File: src/rtl/logic_delay_sequencer.sv
// Clocked output sequencer for one gate instance: schedules delayed output transitions in a timestamped event queue.
// Define LOGIC_DELAY_INERTIAL_EN for inertial delay (a new change cancels the newest pending event); default is transport.
module logic_delay_sequencer #(
  parameter int DELAY = 1,
  parameter int RISE  = 1,
  parameter int FALL  = 1,
  parameter int DEPTH = 4,
  parameter int TW    = 8,
  parameter bit INIT  = 1'b0
) (
  input  logic                     clk,
  input  logic                     reset,
  input  logic                     en,
  input  logic                     d,
  input  logic                     clr_ovf,
  output logic                     q,
  output logic [$clog2(DEPTH):0]   pending,
  output logic                     full,
  output logic                     overflow
);

  localparam int PW = $clog2(DEPTH);
  localparam int CW = PW + 1;
  localparam int LAT_R_I = (DELAY + RISE < 1) ? 1 : DELAY + RISE;
  localparam int LAT_F_I = (DELAY + FALL < 1) ? 1 : DELAY + FALL;
  localparam logic [TW-1:0] LAT_R = TW'(LAT_R_I);
  localparam logic [TW-1:0] LAT_F = TW'(LAT_F_I);
  localparam logic [CW-1:0] DEPTH_C = CW'(DEPTH);

  logic [TW-1:0] now_q, now_d;
  logic [PW-1:0] head_q, head_d;
  logic [PW-1:0] tail_q, tail_d;
  logic [CW-1:0] count_q, count_d;
  logic          out_q, out_d;
  logic          ovf_q, ovf_d;

  logic          ev_val_q [DEPTH];
  logic [TW-1:0] ev_due_q [DEPTH];

  logic [PW-1:0] tail_idx;
  logic          head_val, tail_val;
  logic [TW-1:0] head_due, tail_due;
  logic          empty, tv, pop, change;
  logic [TW-1:0] calc_due, gap, push_due;
  logic          push, unpush, drop;

  always_comb begin
    tail_idx = tail_q - PW'(1);
    head_val = ev_val_q[head_q];
    head_due = ev_due_q[head_q];
    tail_val = ev_val_q[tail_idx];
    tail_due = ev_due_q[tail_idx];
    empty    = (count_q == '0);
    tv       = empty ? out_q : tail_val;
    pop      = !empty && (head_due == now_q);
    change   = en && (d != tv);
    calc_due = now_q + (d ? LAT_R : LAT_F);
    // Modular distance to the tail; zero or negative means the new event would not be strictly later.
    gap      = calc_due - tail_due;
    push_due = (!empty && ((gap == '0) || gap[TW-1])) ? tail_due + TW'(1) : calc_due;
  end

`ifdef LOGIC_DELAY_INERTIAL_EN
  always_comb begin
    push   = 1'b0;
    unpush = 1'b0;
    drop   = 1'b0;
    if (change) begin
      // A lone head popping this cycle leaves the queue empty, so the change is queued fresh.
      if (empty || ((count_q == CW'(1)) && pop)) begin
        push = 1'b1;
      end else begin
        unpush = 1'b1;
      end
    end
  end
`else
  always_comb begin
    push   = change && ((count_q != DEPTH_C) || pop);
    unpush = 1'b0;
    drop   = change && !push;
  end
`endif

  always_comb begin
    now_d   = now_q + TW'(1);
    head_d  = pop ? head_q + PW'(1) : head_q;
    tail_d  = tail_q;
    if (push) begin
      tail_d = tail_q + PW'(1);
    end else if (unpush) begin
      tail_d = tail_idx;
    end
    count_d = count_q + CW'(push) - CW'(pop) - CW'(unpush);
    out_d   = pop ? head_val : out_q;
    ovf_d   = ovf_q;
    if (drop) begin
      ovf_d = 1'b1;
    end else if (clr_ovf) begin
      ovf_d = 1'b0;
    end
  end

  always_ff @(posedge clk) begin
    if (reset) begin
      now_q   <= '0;
      head_q  <= '0;
      tail_q  <= '0;
      count_q <= '0;
      out_q   <= INIT;
      ovf_q   <= 1'b0;
    end else begin
      now_q   <= now_d;
      head_q  <= head_d;
      tail_q  <= tail_d;
      count_q <= count_d;
      out_q   <= out_d;
      ovf_q   <= ovf_d;
    end
  end

  // Slot contents need no reset: only entries inside the head/count window are ever read.
  always_ff @(posedge clk) begin
    if (!reset && push) begin
      ev_val_q[tail_q] <= d;
      ev_due_q[tail_q] <= push_due;
    end
  end

  assign q        = out_q;
  assign pending  = count_q;
  assign full     = (count_q == DEPTH_C);
  assign overflow = ovf_q;

endmodule

File: config.mk
export PLATFORM = sky130hd
export DESIGN_NAME = logic_delay_sequencer
export DESIGN_NICKNAME = d
export VERILOG_FILES = /design/src/rtl/logic_delay_sequencer.sv
export SDC_FILE = /design/constraint.sdc
export NUM_CORES = 1
export LEC_CHECK = 0
export ABC_AREA = 1
export CORE_ASPECT_RATIO = 1.5
export CORE_MARGIN = 10
export CORE_UTILIZATION = 40
export CTS_BUF_LIST = sky130_fd_sc_hd__clkbuf_8
export DETAILED_ROUTE_END_ITERATION = 12
export GPL_TIMING_DRIVEN = 0
export SLEW_MARGIN = 30
export SYNTH_ARGS = -nofsm -noshare
export SYNTH_HDL_FRONTEND = slang
export SYNTH_SLANG_ARGS = --single-unit
export TNS_END_PERCENT = 1
File: constraint.sdc
create_clock -name clk -period 4.5 [get_ports clk]
set_input_delay 1.35 -clock clk [delete_from_list [all_inputs] [get_ports clk]]
set_output_delay 1.35 -clock clk [all_outputs]
set_load 0.1 [all_outputs]
==> impl_metrics.csv, run 1 <==
group,metric,value,unit
status,run_status,"completed",
yosys,syn_avg_cell_area,7.670,um^2
routing,detailed_route_drc_error_count,0,
floorplanning,initial_utilization,41.14,%
routing,antenna_violating_nets_post_route,0,
cells_and_area,nNetsFinal,493,
cells_and_area,layout-area-overhead-vs-synth,9.306,%
yosys,synth_seq_area_share,41.97,%
critical_path,cpPeakStageDelay,0.41,ns
yosys,post_syn_instances,454,
routing,firstDrtPassIters,5,
floorplanning,dieWidth,96.18,um
critical_path,critical_path.top_delay_family,"simple AND/OR/NAND/NOR gates",
clock_tree,number_of_clock_buffers_inserted_by_tritoncts,5,
clock_tree,clk_path_buf_depth,2,
floorplanning,floorplan.core_area,8464,um^2
grt,largest_net_degree_at_the_start_of_global_routing,17,
clock_tree,ctsHoldBuffers,0,
routing,vias,2954,
critical_path,cp_cell_sequence,"buf_4 -> inv_1 -> buf_4 -> ha_1 -> buf_4 -> inv_1 -> buf_2 -> nand3_1 -> and2_1 -> ha_1 -> inv_1 -> fa_1 -> nor2_1 -> nand3_1 -> nor3_1 -> nand3_1 -> nand2_2 -> nand2_2 -> nand2_1 -> nand2_1",
clock_tree,cts_post_setup_buffers_inserted,0,
clock_tree,cts_max_level,2,
sta,report.final.slew_viol_count,0,
yosys,synthesized_net_count,476,
grt,grt_util_all_layers,14.69,%
cells_and_area,final_cell_area,3806,um^2
sta,max_slew_margin,34.33,%
placement,dpl.hpwl,7024,um
clock_tree,clock_tree_from_tritoncts,"done",
placement,portBuffers,10,
critical_path,cell_depth_of_the_worst_setup_path,20,
cells_and_area,layout-drive-gt1-share,8.686,%
critical_path,critical_path.startpoint_type,"flip-flop",
flow_run,cap_violations,0,
sta,min_setup_slack_post_route,0.3725,ns
yosys,dominantRegCellSynth,"edfxtp_1",
critical_path,critical_path.n_buffers_inverters,7,
critical_path,endpoint_kind,"flip-flop",
clock_tree,clk_root_buffer_cell,"clkbuf_8",
yosys,synth.distinct_cells,34,
sta,timing.clock.skew,0.008451,ns
min_path,path_class_of_the_lowest_slack_min_delay_path,"reg -> reg",
critical_path,worst-r2r-setup-slack,0.37,ns
critical_path,cp.arrival,4.16,ns
critical_path,worstSetupEndpoint,"ev_due_q[1][6]",
yosys,synth.cell_area,3482,um^2
floorplanning,design.die.area,12910,um^2
routing,wl_per_cell,15.49,um
critical_path,worstReg2RegStart,"tail_q[0]",
cells_and_area,final_antenna_diode_count,0,
grt,grt_pass1_vias,2901,
floorplanning,rows,41,
routing,avgViaCountPerCell,5.102,
grt,grt-ovfl-total,0,
floorplanning,die_y,134.3,um
pwr,totalPowerFinal,2.229,mW
yosys,postSynth.asyncResetShare,0,%
yosys,postSynthRegisterBits,55,
floorplanning,boundaryPins,11,
clock_tree,post_cts.resized_instances,0,
critical_path,critical_path_peak_fanout,11,
placement,place_worst_setup_slack,0.4011,ns
pwr,cellPowerDensity,585.6,nW/um^2
sta,fmax,242.3,MHz
routing,drt_first_iter_violations,194,
sta,hold_viol,0,
yosys,synth_enable_flop_cells,36,
sta,worstMarginPinSlew,0.9820,ns
critical_path,worstRegToRegCells,20,
grt,grt_first_pass_wirelength,14620,um
clock_tree,insertion_delay,0.32,ns
pwr,ir_drop,0.6097,mV
placement,dpl_cell_area,3716,um^2
sta,final_worst_path_cycle_share,91.72,%
routing,post_route_wl,8967,um
sta,fin_setup_tns,0,ns
yosys,synth.yosys.warnings,0,
clock_tree,cts_num_sinks,55,
critical_path,worstReg2RegEnd,"ev_due_q[1][6]",
critical_path,worstSetupPathType,"reg -> reg",
critical_path,critPathRequiredTime,4.53,ns
critical_path,crit_slowest_cell,"fa_1",
pwr,p_leak,1.659,nW
clock_tree,path_clk_slew,0.10,ns
grt,number_of_antenna_violations_at_the_first_check_in_global_routing,0,
sta,timing.final.setup_violations,0,
sta,unrepaired_setup_endpoints_after_global_routing,"no",
placement,gp_congestion,0.8913,
sta,timing.final.crit_period,4.127,ns
critical_path,crit_start,"tail_q[0]",
[per-layer routing]
layer / wire [um] / global-route usage, % / vias up
met5: 0 / 0 / -
met4: 381 / 7.566 / 0
met3: 368 / 2.123 / 21
met2: 4623 / 26.33 / 73
met1: 3594 / 15.86 / 1353
li1: - / - / 1507
[flip-flops by register name, indices dropped and copies added, names as in the netlist, named ones only]
name	flops
ev_due_q	32
ev_val_q	4
now_q	8
pending	3
q	1
head_q	2
overflow	1
tail_q	2
[worst min path at each step]
| stage | start | endpoint | cells past startpoint |
|---|---|---|---|
| global placement | overflow | overflow | 2 |
| floorplan | now_q[7] | now_q[7] | 2 |
| CTS | overflow | overflow | 2 |
| global route | overflow | overflow | 2 |
| finish | overflow | overflow | 2 |
| detailed placement | overflow | overflow | 2 |
[final cells by class]
class	count	area, um^2
well taps	107	133.9
repair buffers	10	100.1
fillers	881	4658
flip-flops and latches	55	1461
plain buffers	13	90.09
multi-input cells	329	1719
clock buffers	5	68.82
inverters	57	216.5
clock inverters	3	16.27
[layout by cell type (no fill, tap or decap), drive strengths merged, types with 5 or more instances in the layout]
master         netlist  routed
clkdlybuf4s50        0      10
clkbuf               3       8
nand3               59      59
inv                 57      58
nor2                38      38
dfxtp               19      19
xor2                 9       9
ha                  15      15
nand4                5       5
o21ai               19      19
a21oi               28      28
buf                 10      10
edfxtp              36      36
nand2              141     141
[report_power, final]
group / switching, mW / internal (mW) / leakage [nW]
clock: 0.164 / 0.107 / 0.0453
combinational: 0.883 / 0.392 / 1.13
sequential: 0.0333 / 0.650 / 0.485
total: 1.08 / 1.15 / 1.66
[Yosys cell counts, types with 2 or more instances]
| library cell | n | area share [%] |
|---|---|---|
| xor2_1 | 9 | 2.3 |
| nand3_1 | 52 | 7.5 |
| nor2_2 | 2 | 0.36 |
| nor2_1 | 34 | 3.7 |
| edfxtp_1 | 36 | 31 |
| buf_2 | 3 | 0.43 |
| nor3_1 | 3 | 0.43 |
| buf_4 | 4 | 0.86 |
| nand2_1 | 133 | 14 |
| ha_1 | 15 | 5.4 |
| buf_6 | 3 | 0.97 |
| a21oi_1 | 28 | 4.0 |
| inv_1 | 55 | 5.9 |
| clkbuf_1 | 3 | 0.32 |
| nand3_2 | 6 | 1.7 |
| o21ai_0 | 18 | 2.6 |
| nand3b_1 | 2 | 0.43 |
| nor2_4 | 2 | 0.65 |
| nand2_2 | 8 | 1.4 |
| fa_1 | 2 | 1.1 |
| dfxtp_1 | 19 | 11 |
| nand4_1 | 5 | 0.90 |
[metrics by stage]
step           cells  hold slack [ns]  util (%)
6_report         579           0.4718     44.97
5_1_grt          579           0.4984     44.97
4_1_cts          579           0.4779     44.91
3_5_place_dp     571           0.4635     43.90
3_3_place_gp     571           0.4542     43.90
2_1_floorplan    454           0.4756         -
[cell families after synthesis]
family,after synthesis,synth area share [%]
buffers and inverters,70,8.803
xor gates and xnor gates,10,2.515
adders and majority gates,17,6.540
AOI/OAI and AO/OA,51,7.654
and+or+nand+nor,251,32.52
DFF,55,41.97
[tightest hold or removal path, cell delays in order, from the launching register on]
cell and delay, ns:
dfxtp_1 0.32, nand2_1 0.06, a21oi_1 0.06
Note: power is estimated with default switching activity, not from simulation.
==> run 2, diff against run 1 <==
CORE_ASPECT_RATIO = 1.1   (was 1.5)
==> run 2 against run 1 <==
  * Clock power grew 10%
  * Power up 0.84%
  * Critical endpoint is now ev_due_q[3][3]
  * Setup slack better by 0.10 ns
  * Register-to-register slack improved by 0.10 ns
  * Critical path depth stayed put
  * Worst hold slack got worse by 0.0027 ns
==> impl_metrics.csv, run 2 (synthesis results as in run 1) <==
group,metric,value,unit
status,run_status,"completed",
cells_and_area,nFillCells,838,
pwr,cellPowerDensity,589.0,nW/um^2
sta,timing.final.setup_violations,0,
cells_and_area,final_common_cell,"nand2_1",
pwr,p_leak,1.665,nW
cells_and_area,nNetsFinal,493,
clock_tree,ctsHoldBuffers,0,
grt,grt_util_all_layers,13.13,%
critical_path,crit_slowest_cell,"fa_1",
floorplanning,boundaryPins,11,
cells_and_area,largest-register,"ev_due_q",
routing,post_route_wl,8417,um
routing,firstDrtPassIters,5,
floorplanning,die_y,117.9,um
floorplanning,dieWidth,109.0,um
floorplanning,floorplan.core_area,8452,um^2
floorplanning,initial_utilization,41.20,%
sta,max_slew_margin,34.63,%
cells_and_area,area_occupied_by_multi_input_gates,1714,um^2
placement,portBuffers,10,
sta,hold_viol,0,
cells_and_area,ff_latch_area,1461,um^2
clock_tree,post_cts.resized_instances,0,
cells_and_area,layout_top_registers,"ev_due_q x32, now_q x8, ev_val_q x4",
floorplanning,design.die.area,12840,um^2
routing,avgViaCountPerCell,5.051,
sta,final_worst_path_cycle_share,89.48,%
routing,drt_first_iter_violations,244,
min_path,path_class_of_the_lowest_slack_min_delay_path,"reg -> reg",
cells_and_area,non_filler_instances,583,
routing,antenna_violating_nets_post_route,0,
grt,grt_first_pass_wirelength,13350,um
critical_path,critical_path_peak_fanout,11,
clock_tree,cts_num_sinks,55,
clock_tree,insertion_delay,0.32,ns
pwr,ir_drop,0.3420,mV
grt,grt_pass1_vias,2617,
placement,gp_congestion,0.8965,
clock_tree,clock_tree_from_tritoncts,"done",
critical_path,critical_path.n_buffers_inverters,7,
routing,wl_per_cell,14.44,um
placement,placed_instances,575,
sta,holdWs,0.4691,ns
sta,timing.clock.skew,0.01723,ns
critical_path,critical_path.startpoint_type,"flip-flop",
clock_tree,path_clk_slew,0.11,ns
clock_tree,cts_post_setup_buffers_inserted,0,
pwr,totalPowerFinal,2.248,mW
flow_run,cap_violations,0,
critical_path,worstSetupPathType,"reg -> reg",
grt,largest_net_degree_at_the_start_of_global_routing,20,
critical_path,critical_path.top_delay_family,"simple AND/OR/NAND/NOR gates",
sta,report.final.slew_viol_count,0,
cells_and_area,most-common-layout-cells,"nand2_1 (133), inv_1 (55), nand3_1 (52)",
cells_and_area,layout-drive-gt1-share,8.475,%
clock_tree,number_of_clock_buffers_inserted_by_tritoncts,5,
cells_and_area,final_antenna_diode_count,0,
critical_path,cp_cell_sequence,"buf_4 -> inv_1 -> buf_4 -> ha_1 -> buf_4 -> inv_1 -> buf_2 -> nand3_1 -> and2_1 -> ha_1 -> inv_1 -> fa_1 -> nor2_1 -> nand3_1 -> nor3_1 -> nand3_1 -> nand2_2 -> nand2_2 -> nand2_1 -> nand2_1",
floorplanning,rows,35,
sta,worstMarginPinSlew,0.9775,ns
cells_and_area,largest_reg_flops,32,
sta,unrepaired_setup_endpoints_after_global_routing,"no",
sta,fin_setup_tns,0,ns
critical_path,cp.arrival,4.06,ns
clock_tree,cts_max_level,2,
grt,number_of_antenna_violations_at_the_first_check_in_global_routing,0,
grt,grt-ovfl-total,0,
routing,detailed_route_drc_error_count,0,
critical_path,critPathRequiredTime,4.53,ns
clock_tree,clk_path_buf_depth,2,
critical_path,endpoint_kind,"flip-flop",
sta,timing.final.crit_period,4.027,ns
routing,vias,2945,
cells_and_area,layout-area-overhead-vs-synth,9.594,%
sta,fmax,248.3,MHz
critical_path,cpPeakStageDelay,0.41,ns
clock_tree,clk_root_buffer_cell,"clkbuf_8",
placement,dpl.hpwl,6475,um
run 2: path summary, 6_finish.rpt:
path	startpoint	endpoint	slack [ns]	depth (start not counted)
worst max-delay path	tail_q[0]	ev_due_q[3][3]	0.47	20
worst max register to register	tail_q[0]	ev_due_q[3][3]	0.47	20
worst min-delay path	overflow	overflow	0.47	2
worst min register to register	overflow	overflow	0.47	2
run 2: metrics by stage:
| stage | setup WS [ns] | utilization, % | cell area [um^2] |
|---|---|---|---|
| floorplan | 0.6459 | - | 3482 |
| global placement | 0.5395 | 44.03 | 3721 |
| detailed placement | 0.5295 | 44.03 | 3721 |
| CTS | 0.4860 | 45.15 | 3816 |
| global route | 0.1908 | 45.15 | 3816 |
| finish | 0.4732 | 45.15 | 3816 |
run 2: routing by layer:
| layer | track usage [%] | wire, um | up-vias |
|---|---|---|---|
| li1 | - | - | 1519 |
| met3 | 2.355 | 360 | 8 |
| met1 | 17.49 | 3935 | 1358 |
| met2 | 21.15 | 4017 | 60 |
| met5 | 0 | 0 | - |
| met4 | 3.218 | 104 | 0 |
run 2: final cells by class:
type	instances	share of cell area [%]
multi-input cells	329	44.92
flip-flops and latches	55	38.30
inverters	57	5.672
well taps	111	3.639
repair buffers	10	2.623
plain buffers	13	2.361
clock buffers	5	1.803
clock inverters	3	0.6885
run 2: worst min-delay path: cells and delay by family (launching register included):
family / cells / cell delay, ns
flops: 1 / 0.33
simple gates: 1 / 0.06
compound gates: 1 / 0.05
run 2: power by group:
part | internal (mW) | total (mW) | switching [mW]
clock network | 0.115 | 0.298 | 0.182
logic | 0.390 | 1.27 | 0.877
registers | 0.650 | 0.683 | 0.0327
total | 1.16 | 2.25 | 1.09
